## config.mk

```make
export PLATFORM = sky130hd
export DESIGN_NAME = pin_ctrl
export DESIGN_NICKNAME = d
export VERILOG_FILES = /design/src/rtl/pin_ctrl_pkg.sv /design/src/rtl/pin_filter.sv /design/src/rtl/pin_ctrl.sv
export SDC_FILE = /design/constraint.sdc
export NUM_CORES = 1
export LEC_CHECK = 0
export CELL_PAD_IN_SITES_DETAIL_PLACEMENT = 0
export CELL_PAD_IN_SITES_GLOBAL_PLACEMENT = 1
export CORE_ASPECT_RATIO = 1.5
export CORE_UTILIZATION = 39
export CTS_CLUSTER_DIAMETER = 120
export CTS_CLUSTER_SIZE = 28
export DETAILED_ROUTE_END_ITERATION = 8
export PLACE_DENSITY_LB_ADDON = 0.1
export SETUP_SLACK_MARGIN = 0.2
export SYNTH_ARGS = -nofsm -noshare
export SYNTH_HDL_FRONTEND = slang
export SYNTH_HIERARCHICAL = 1
export SYNTH_SLANG_ARGS = --single-unit
```

## constraint.sdc

```tcl
create_clock -name clk -period 1.64 [get_ports clk]
set_input_delay 0.328 -clock clk [delete_from_list [all_inputs] [get_ports clk]]
set_output_delay 0.328 -clock clk [all_outputs]
set_load 0.03 [all_outputs]
```

## src/rtl/pin_ctrl_pkg.sv

```systemverilog
// pin_ctrl_pkg: register map shared by pin_ctrl and its clients
package pin_ctrl_pkg;
  localparam logic [1:0] ADDR_DIR = 2'd0;
  localparam logic [1:0] ADDR_OUT = 2'd1;
  localparam logic [1:0] ADDR_IN = 2'd2;
  localparam logic [1:0] ADDR_EDGE = 2'd3;
endpackage

```

## src/rtl/pin_filter.sv

```systemverilog
// pin_filter: two-flop synchroniser and stability filter for one pin, with a toggle pulse
module pin_filter #(
  parameter int FILTER_BITS = 3
) (
  input  logic clk,
  input  logic rst,
  input  logic din,
  output logic filt,
  output logic toggle
);
  localparam logic [FILTER_BITS-1:0] LAST = FILTER_BITS'(2 ** FILTER_BITS - 2);
  logic s1, s2;
  logic [FILTER_BITS-1:0] cnt;
  always_comb toggle = (s2 != filt) && (cnt == LAST);
  always_ff @(posedge clk) begin
    if (rst) begin
      s1 <= 1'b0;
      s2 <= 1'b0;
      filt <= 1'b0;
      cnt <= '0;
    end else begin
      s1 <= din;
      s2 <= s1;
      filt <= toggle ? s2 : filt;
      cnt <= (s2 != filt && !toggle) ? cnt + 1'b1 : '0;
    end
  end
endmodule

```

## src/rtl/pin_ctrl.sv

```systemverilog
// pin_ctrl: pin direction/output registers, filtered inputs and sticky edge flags behind a request port
module pin_ctrl
  import pin_ctrl_pkg::*;
#(
  parameter int IO_PINS = 16,
  parameter int FILTER_BITS = 3
) (
  input  logic               clk,
  input  logic               rst,
  input  logic [IO_PINS-1:0] pin_data_in,
  output logic [IO_PINS-1:0] pin_dir,
  output logic [IO_PINS-1:0] pin_data_out,
  input  logic               req_valid,
  output logic               req_ready,
  input  logic               req_we,
  input  logic [1:0]         req_addr,
  input  logic [IO_PINS-1:0] req_wdata,
  output logic               resp_valid,
  output logic [IO_PINS-1:0] resp_rdata,
  output logic               irq
);
  logic [IO_PINS-1:0] filt, toggle, edge_q, rd_val, clr;
  logic accept;
  genvar i;
  for (i = 0; i < IO_PINS; i++) begin : g_pin
    pin_filter #(.FILTER_BITS(FILTER_BITS)) u_filter (
      .clk(clk),
      .rst(rst),
      .din(pin_data_in[i]),
      .filt(filt[i]),
      .toggle(toggle[i])
    );
  end
  always_comb begin
    req_ready = ~rst;
    accept = req_valid & ~rst;
    irq = |edge_q;
    rd_val = req_addr == ADDR_DIR ? pin_dir :
             req_addr == ADDR_OUT ? pin_data_out :
             req_addr == ADDR_IN  ? filt : edge_q;
    clr = !accept || req_addr != ADDR_EDGE ? '0 : req_we ? req_wdata : edge_q;
  end
  always_ff @(posedge clk) begin
    if (rst) begin
      pin_dir <= '0;
      pin_data_out <= '0;
      edge_q <= '0;
      resp_valid <= 1'b0;
      resp_rdata <= '0;
    end else begin
      pin_dir <= accept && req_we && req_addr == ADDR_DIR ? req_wdata : pin_dir;
      pin_data_out <= accept && req_we && req_addr == ADDR_OUT ? req_wdata : pin_data_out;
      edge_q <= (edge_q & ~clr) | toggle;
      resp_valid <= accept;
      resp_rdata <= accept && !req_we ? rd_val : '0;
    end
  end
endmodule

```

# Word-level counts from Yosys, hierarchy flattened
# Cells that the tools add are included.
[classes]
n_eq_ne = 35
n_addsub = 16
mux = 5
n_reduce_logical = 74
bitwise_logic = 22
[ops]
columns = ["op", "count"]
rows = [
  ["$mux 16", 5],
  ["$add 3x1->3 const B", 16],
  ["$eq 3x3->1 const B", 16],
  ["$logic_and 1x1->1", 36],
  ["$reduce_or 2->1", 17],
  ["$logic_not 1->1", 18],
  ["$not 1->1", 18],
  ["$and 16x16->16", 1],
  ["$ne 1x1->1", 16],
  ["$not 16->16", 1],
  ["$or 16x16->16", 1],
  ["$reduce_or 16->1", 1],
  ["$eq 2x1->1 const B", 1],
  ["$eq 2x2->1 const B", 1],
  ["$logic_not 2->1", 1],
  ["$ne 2x2->1 const B", 1],
  ["$and 1x1->1", 1],
  ["$logic_or 1x1->1", 1],
]
[word_totals]
register_bits = 161
elab_cells = 221
output_inout_bits = 51

# Depth between registers and ports, before layout
# Gate-level depths: netlist of the first run.
[logic_depth]
word_depth = 8
depth_mapped = 6

# By module
# The synthesis of the first run kept the hierarchy.
[modules_own_cells]
columns = ["mod", "area_each_um2", "seq_area_each_um2", "n_inst", "cells_each"]
rows = [
  ["pin_filter", 242.7, 120.1, 16, 22],
  ["pin_ctrl", 2790.2, 1301.2, 1, 295],
]

# Worst setup path after synthesis of the first run
# No wires, ideal clock.
[synth_timing]
path_kind = "input to output"
start = "in rst"
end = "out req_ready"
n_path_buf = 3
path_slack_ns = 0.075
t_required_ns = 1.312
cell_stages = 4
t_arrival_ns = 1.237
cell_sequence = "buf_2 clkbuf_1 clkbuf_1 inv_1"
[synth_via]
elab_chain_len = 1
[synth_rtl]
columns = ["item", "line", "rtl"]
rows = [
  ["start, declared", "pin_ctrl.sv:9", "input logic rst,"],
  ["$not 1->1", "pin_ctrl.sv:35", "req_ready = ~rst;"],
  ["end, declared", "pin_ctrl.sv:14", "output logic req_ready,"],
]
# No other way between the ends.

# Final worst setup path of the first run
[layout_timing]
start = "reg edge_q[12]"
end = "out irq"
[layout_via]
elab_chain_len = 1
[layout_rtl]
columns = ["item", "line", "rtl"]
rows = [
  ["start, declared", "pin_ctrl.sv:22", "logic [IO_PINS-1:0] filt, toggle, edge_q, rd_val, clr;"],
  ["start signal, assigned", "pin_ctrl.sv:53", "edge_q <= (edge_q & ~clr) | toggle;"],
  ["$reduce_or 16->1", "pin_ctrl.sv:37", "irq = |edge_q;"],
  ["end, declared", "pin_ctrl.sv:20", "output logic irq"],
]
# No other way between the ends.

==> results by stage, run 1 <==
Placed design:
- The count of buffers added on input and output ports is 88.
- The worst setup slack after placement is -0.322 ns.
- The half-perimeter wire length of the detailed placement result is 11.2 mm.
- After detailed placement, the design holds a cell count of around 940.
- The area after detailed placement is 7940 um^2.
- The congestion estimate from routability-driven global placement came to 0.769.

Timing:
- Dividing the final minimum period by the clock period gives 113%.
- The number of pins exceeding their max-slew limit in the final report was 0.
- The slew of the pin with the lowest slew margin is 0.440 ns.
- Subtracting the final worst setup slack from the clock period gives 1.85 ns.
- The smallest setup slack after layout is -0.215 ns.
- In this run the tightest slew margin relative to its limit is a little over two thirds.
- The number of endpoints with negative hold slack in the final report came to 0.
- For the final routed database, the setup TNS stands at -0.215 ns.
- Static timing analysis puts the maximum clock frequency at 539 MHz.
- The clock arrives with 0.00737 ns of skew.
- Setup violations remaining at the end of the flow were counted as 1.
- Setup repair after global routing could not meet its margin everywhere.

Global route:
- The initial antenna violation count is 1.
- The wire length of the first global-routing pass is about 26 mm.
- The residual overflow from global routing is 0.
- The via count of the first global-routing pass is 5048.
- The pin count of the biggest net entering global routing is 80.
- Global routing used 19.3% of the available tracks.

Finish:
- The post-layout instance count excluding filler cells is 978.
- The area occupied by registers is between 3000 and 4000 um^2.
- The number of fillers in the final layout is 1590.
- The final standard cell utilization of the core is 50.4%.
- The multi-input combinational cells in the finished layout cover a total of 3210 um^2.
- The total number of nets in the final design is 825.
- After routing the design area is around 8500 um^2.
- The share of cells above drive strength 1 is 21.1%.
- Relative to the synthesized area, the layout overhead comes to 26.7%.

Power and ir drop:
- Sequential cells burn 46.4% of the power.
- Cell internal power was estimated by the tool at ~6.8 mW.
- In this run switching power makes up approximately a fifth of total power.
- The peak supply drop is 585 uV.
- The portion of total power attributed to the clock network is between 40% and 50%.
- The leakage component of the power is 3.06 nW.
- For this design the total switching power over the nets is approximately 1.8 mW.
- The combinational power share is roughly 5.6%.
- For this design the ratio of total power to cell area is 1020 nW/um^2.

Setup path:
- Traced cell by cell, the critical path runs through nor4_4, buf_4, nand4_1, buf_6.
- The classification of the worst setup path is flop to output port.
- The master of the slowest instance on the critical path is dfxtp_2.
- The largest fanout on the critical path is 3.
- The end of the worst register-to-register path is g_pin[9].u_filter/cnt[1].
- STA puts the critical path data required time at 1.31 ns.
- The setup slack on the worst flop-to-flop path is 0.33 ns.
- The highest cell delay on the worst timing path is 0.34 ns.
- The nature of the critical path startpoint is a flop.
- Data on the critical path arrives at its endpoint at 1.53 ns.
- The critical path endpoint category is an output port.
- The worst register-to-register path begins at g_pin[9].u_filter/cnt[0].
- The worst reg-to-reg path cell count is 3.

Die:
- The placeable core region is 16800 um^2.
- The row count is just under 60.
- The floorplan step set the die width to 109 um.
- For this configuration, the core starts out at a cell density of about two fifths.
- In this run the count of I/O pins placed on the die edge is 89.
- The area enclosed by the die boundary is 17700 um^2.
- From bottom edge to top edge, the die measures 162 um.

Yosys:
- The average instance area after synthesis is a little over 10 um^2.
- The post-synthesis simple-gate area fraction is 20.3%.
- In the synthesized netlist the dominant register cell turns out to be dfxtp_1.
- The number of library cell types mapped by synthesis is 26.
- Synthesis produced a netlist with a net count of 717.
- The post-synthesis register bit count is 161.
- Ranked by total cell area, the synthesized netlist is headed by dfxtp_1 48%, nor2b_1 6.1%, ha_1 6.0%.
- The synthesized netlist occupies a cell area of 6670 um^2.
- The portion of synthesized cell area occupied by the leading cell type is 48.3%.
- The synthesized netlist devotes 6.00% of its cell area to adder and majority cells.
- The share of synthesized area spent on multiplexers is 5.40%.
- The proportion of synthesized chip area in sequential cells is 48.3%.
- The dominant cell by count in the synthesized netlist is dfxtp_1.
- The dominant combinational cell family by area after synthesis is simple AND/OR/NAND/NOR gates.
- The synthesized netlist devotes roughly 14% of its cell area to compound gates.
- In the synthesized netlist the async set-or-reset flop fraction comes to 0%.
- The XOR/XNOR share of the synthesized area is 2.10%.
- Summed over all instances, the cell type with the most area after synthesis is dfxtp_1.
- After synthesis, the most frequently instantiated cells are 161 x dfxtp_1, 65 x nor2b_1, 64 x a21oi_1.
- The total number of yosys warnings is 6.
- The cell count after synthesis is 647.
- The number of synthesized flops with an enable pin is 0.

Clock network:
- The number of hold buffers added after CTS is 0.
- Clock latency on the worst-skew pair, taken at its later pin, is 0.41 ns.
- The clock sink count is about 160.
- In this run the number of H-tree levels came out at 4.
- Clock tree synthesis inserted a total of 17 buffers.
- The clock-pin transition on the worst setup and hold timing paths is 0.06 ns.
- The maximum buffer depth of the clock tree is 2.
- The root buffer cell is clkbuf_16.
- TritonCTS built the clock tree.

Status:
- The run finished, with violations left.
- The final reports fail on negative setup slack.

Detailed routing:
- The remaining design rule violation count is 0.
- Before antenna repair, the detailed router went through 4 iterations.
- The via density per instance is 5.15.
- After detailed routing, the average wire length per cell comes to 16.3 um.
- Summed over all layers, the routed wires come to 16.0 mm.
- The first routing iteration left 158 violations.
- The via count of the routed design is 5041.
- The detail route stage leaves a number of antenna-violating nets equal to 0.

Min path:
- The worst hold path belongs to the class input port to flop.
- The instance count along the most critical hold path is 2.
- For hold timing, the worst endpoint is resp_valid.
- In this run the most critical hold path is launched from req_valid.

Run:
- Across the run, the number of max-cap violations was 0.
[layout make-up]
type	count	area share, %
repair buffers	115	11.9
diodes	1	0.0296
flip-flops and latches	161	38.2
multi-input cells	426	38.0
well taps	210	3.11
clock buffers	20	5.40
clock inverters	11	1.91
inverters	34	1.51
[cell usage in the layout, fill, tap and decap left out, drive strengths merged, types with 6 or more instances in the layout]
cell,Yosys,final
dfxtp,161,161
nor2b,65,65
a21oi,64,64
buf,11,61
nand3,48,48
o21ai,48,48
inv,34,34
nor4b,32,32
ha,32,32
clkdlybuf4s50,0,32
clkbuf,15,26
nand2b,17,17
mux4,16,16
xnor2,16,16
nand2,16,16
nor2,16,16
a21bo,16,16
or3b,16,16
a211oi,16,16
clkdlybuf4s15,0,11
clkinv,0,6
[repair_timing]
action | 4_1_cts | 5_1_grt
gates cloned | 1 | 0
pin swaps | 2 | 1
hold endpoints to repair | 0 | 0
resized for setup | 200 | 21
buffers inserted | 1 | 0
endpoints found under the setup margin | 84 | 46
[power groups by stage]
stage	logic (mW)	clock network [mW]	registers (mW)
2_1_floorplan	0.199	0	4.11
3_3_place_gp	0.479	0	4.09
3_5_place_dp	0.489	0	4.09
4_1_cts	0.488	4.24	4.01
5_1_grt	0.522	4.42	4.01
6_report	0.480	4.14	4.01
[through the flow]
step                power, mW  hold WS (ns)
floorplan                4.30         0.397
CTS                      8.74         0.307
global placement         4.57         0.417
global route             8.95         0.303
detailed placement       4.58         0.425
finish                   8.63         0.303
[metal layers]
layer	routed length, um	track usage, %	share of wire, %
met1	6720	23.0	42
met2	8320	33.4	52
met3	661	3.93	4.1
met4	250	7.62	1.6
met5	0	0	0
[cell families (layout without fill, tap and decap cells)]
kind of cell	Yosys count	in the layout
simple gates	218	218
flops	161	161
compound gates	144	144
buf+inv	60	180
fa+ha+maj	32	32
xor+xnor	16	16
mux	16	16
other cells	0	1
[sequential cells by signal, indices dropped and copies added (netlist names)]
register             cells
edge_q                  16
g_pin.u_filter/cnt      48
g_pin.u_filter/filt     16
g_pin.u_filter/s1       16
g_pin.u_filter/s2       16
pin_data_out            16
pin_dir                 16
resp_rdata              16
resp_valid               1
[critical path: cells and delay by family (launching register included)]
family / cells / cell delay [ns]
buf+inv: 2 / 0.34
flops: 1 / 0.34
simple gates: 2 / 0.44
[worst max-delay path by stage]
stage	cells past startpoint	start	slack [ns]	end
CTS	4	edge_q[12]	-0.24	irq
detailed placement	6	req_addr[1]	-0.32	pin_data_out[12]
finish	4	edge_q[12]	-0.21	irq
global placement	6	req_addr[1]	-0.28	pin_data_out[5]
floorplan	4	req_addr[1]	0.25	resp_rdata[11]
global route	4	edge_q[12]	-0.30	irq
Power figures use the tool's default switching activity.
==> run 2, diff against run 1 <==
CAP_MARGIN = 20   (was default)
GPL_ROUTABILITY_DRIVEN = 0   (was default)
==> results of run 2 <==
Final layout, timing and power as in run 1 (identical DEF).
==> run 3, diff against run 2 <==
CAP_MARGIN = 25   (was 20)
==> results of run 3 <==
Final layout, timing and power as in run 1 (identical DEF).
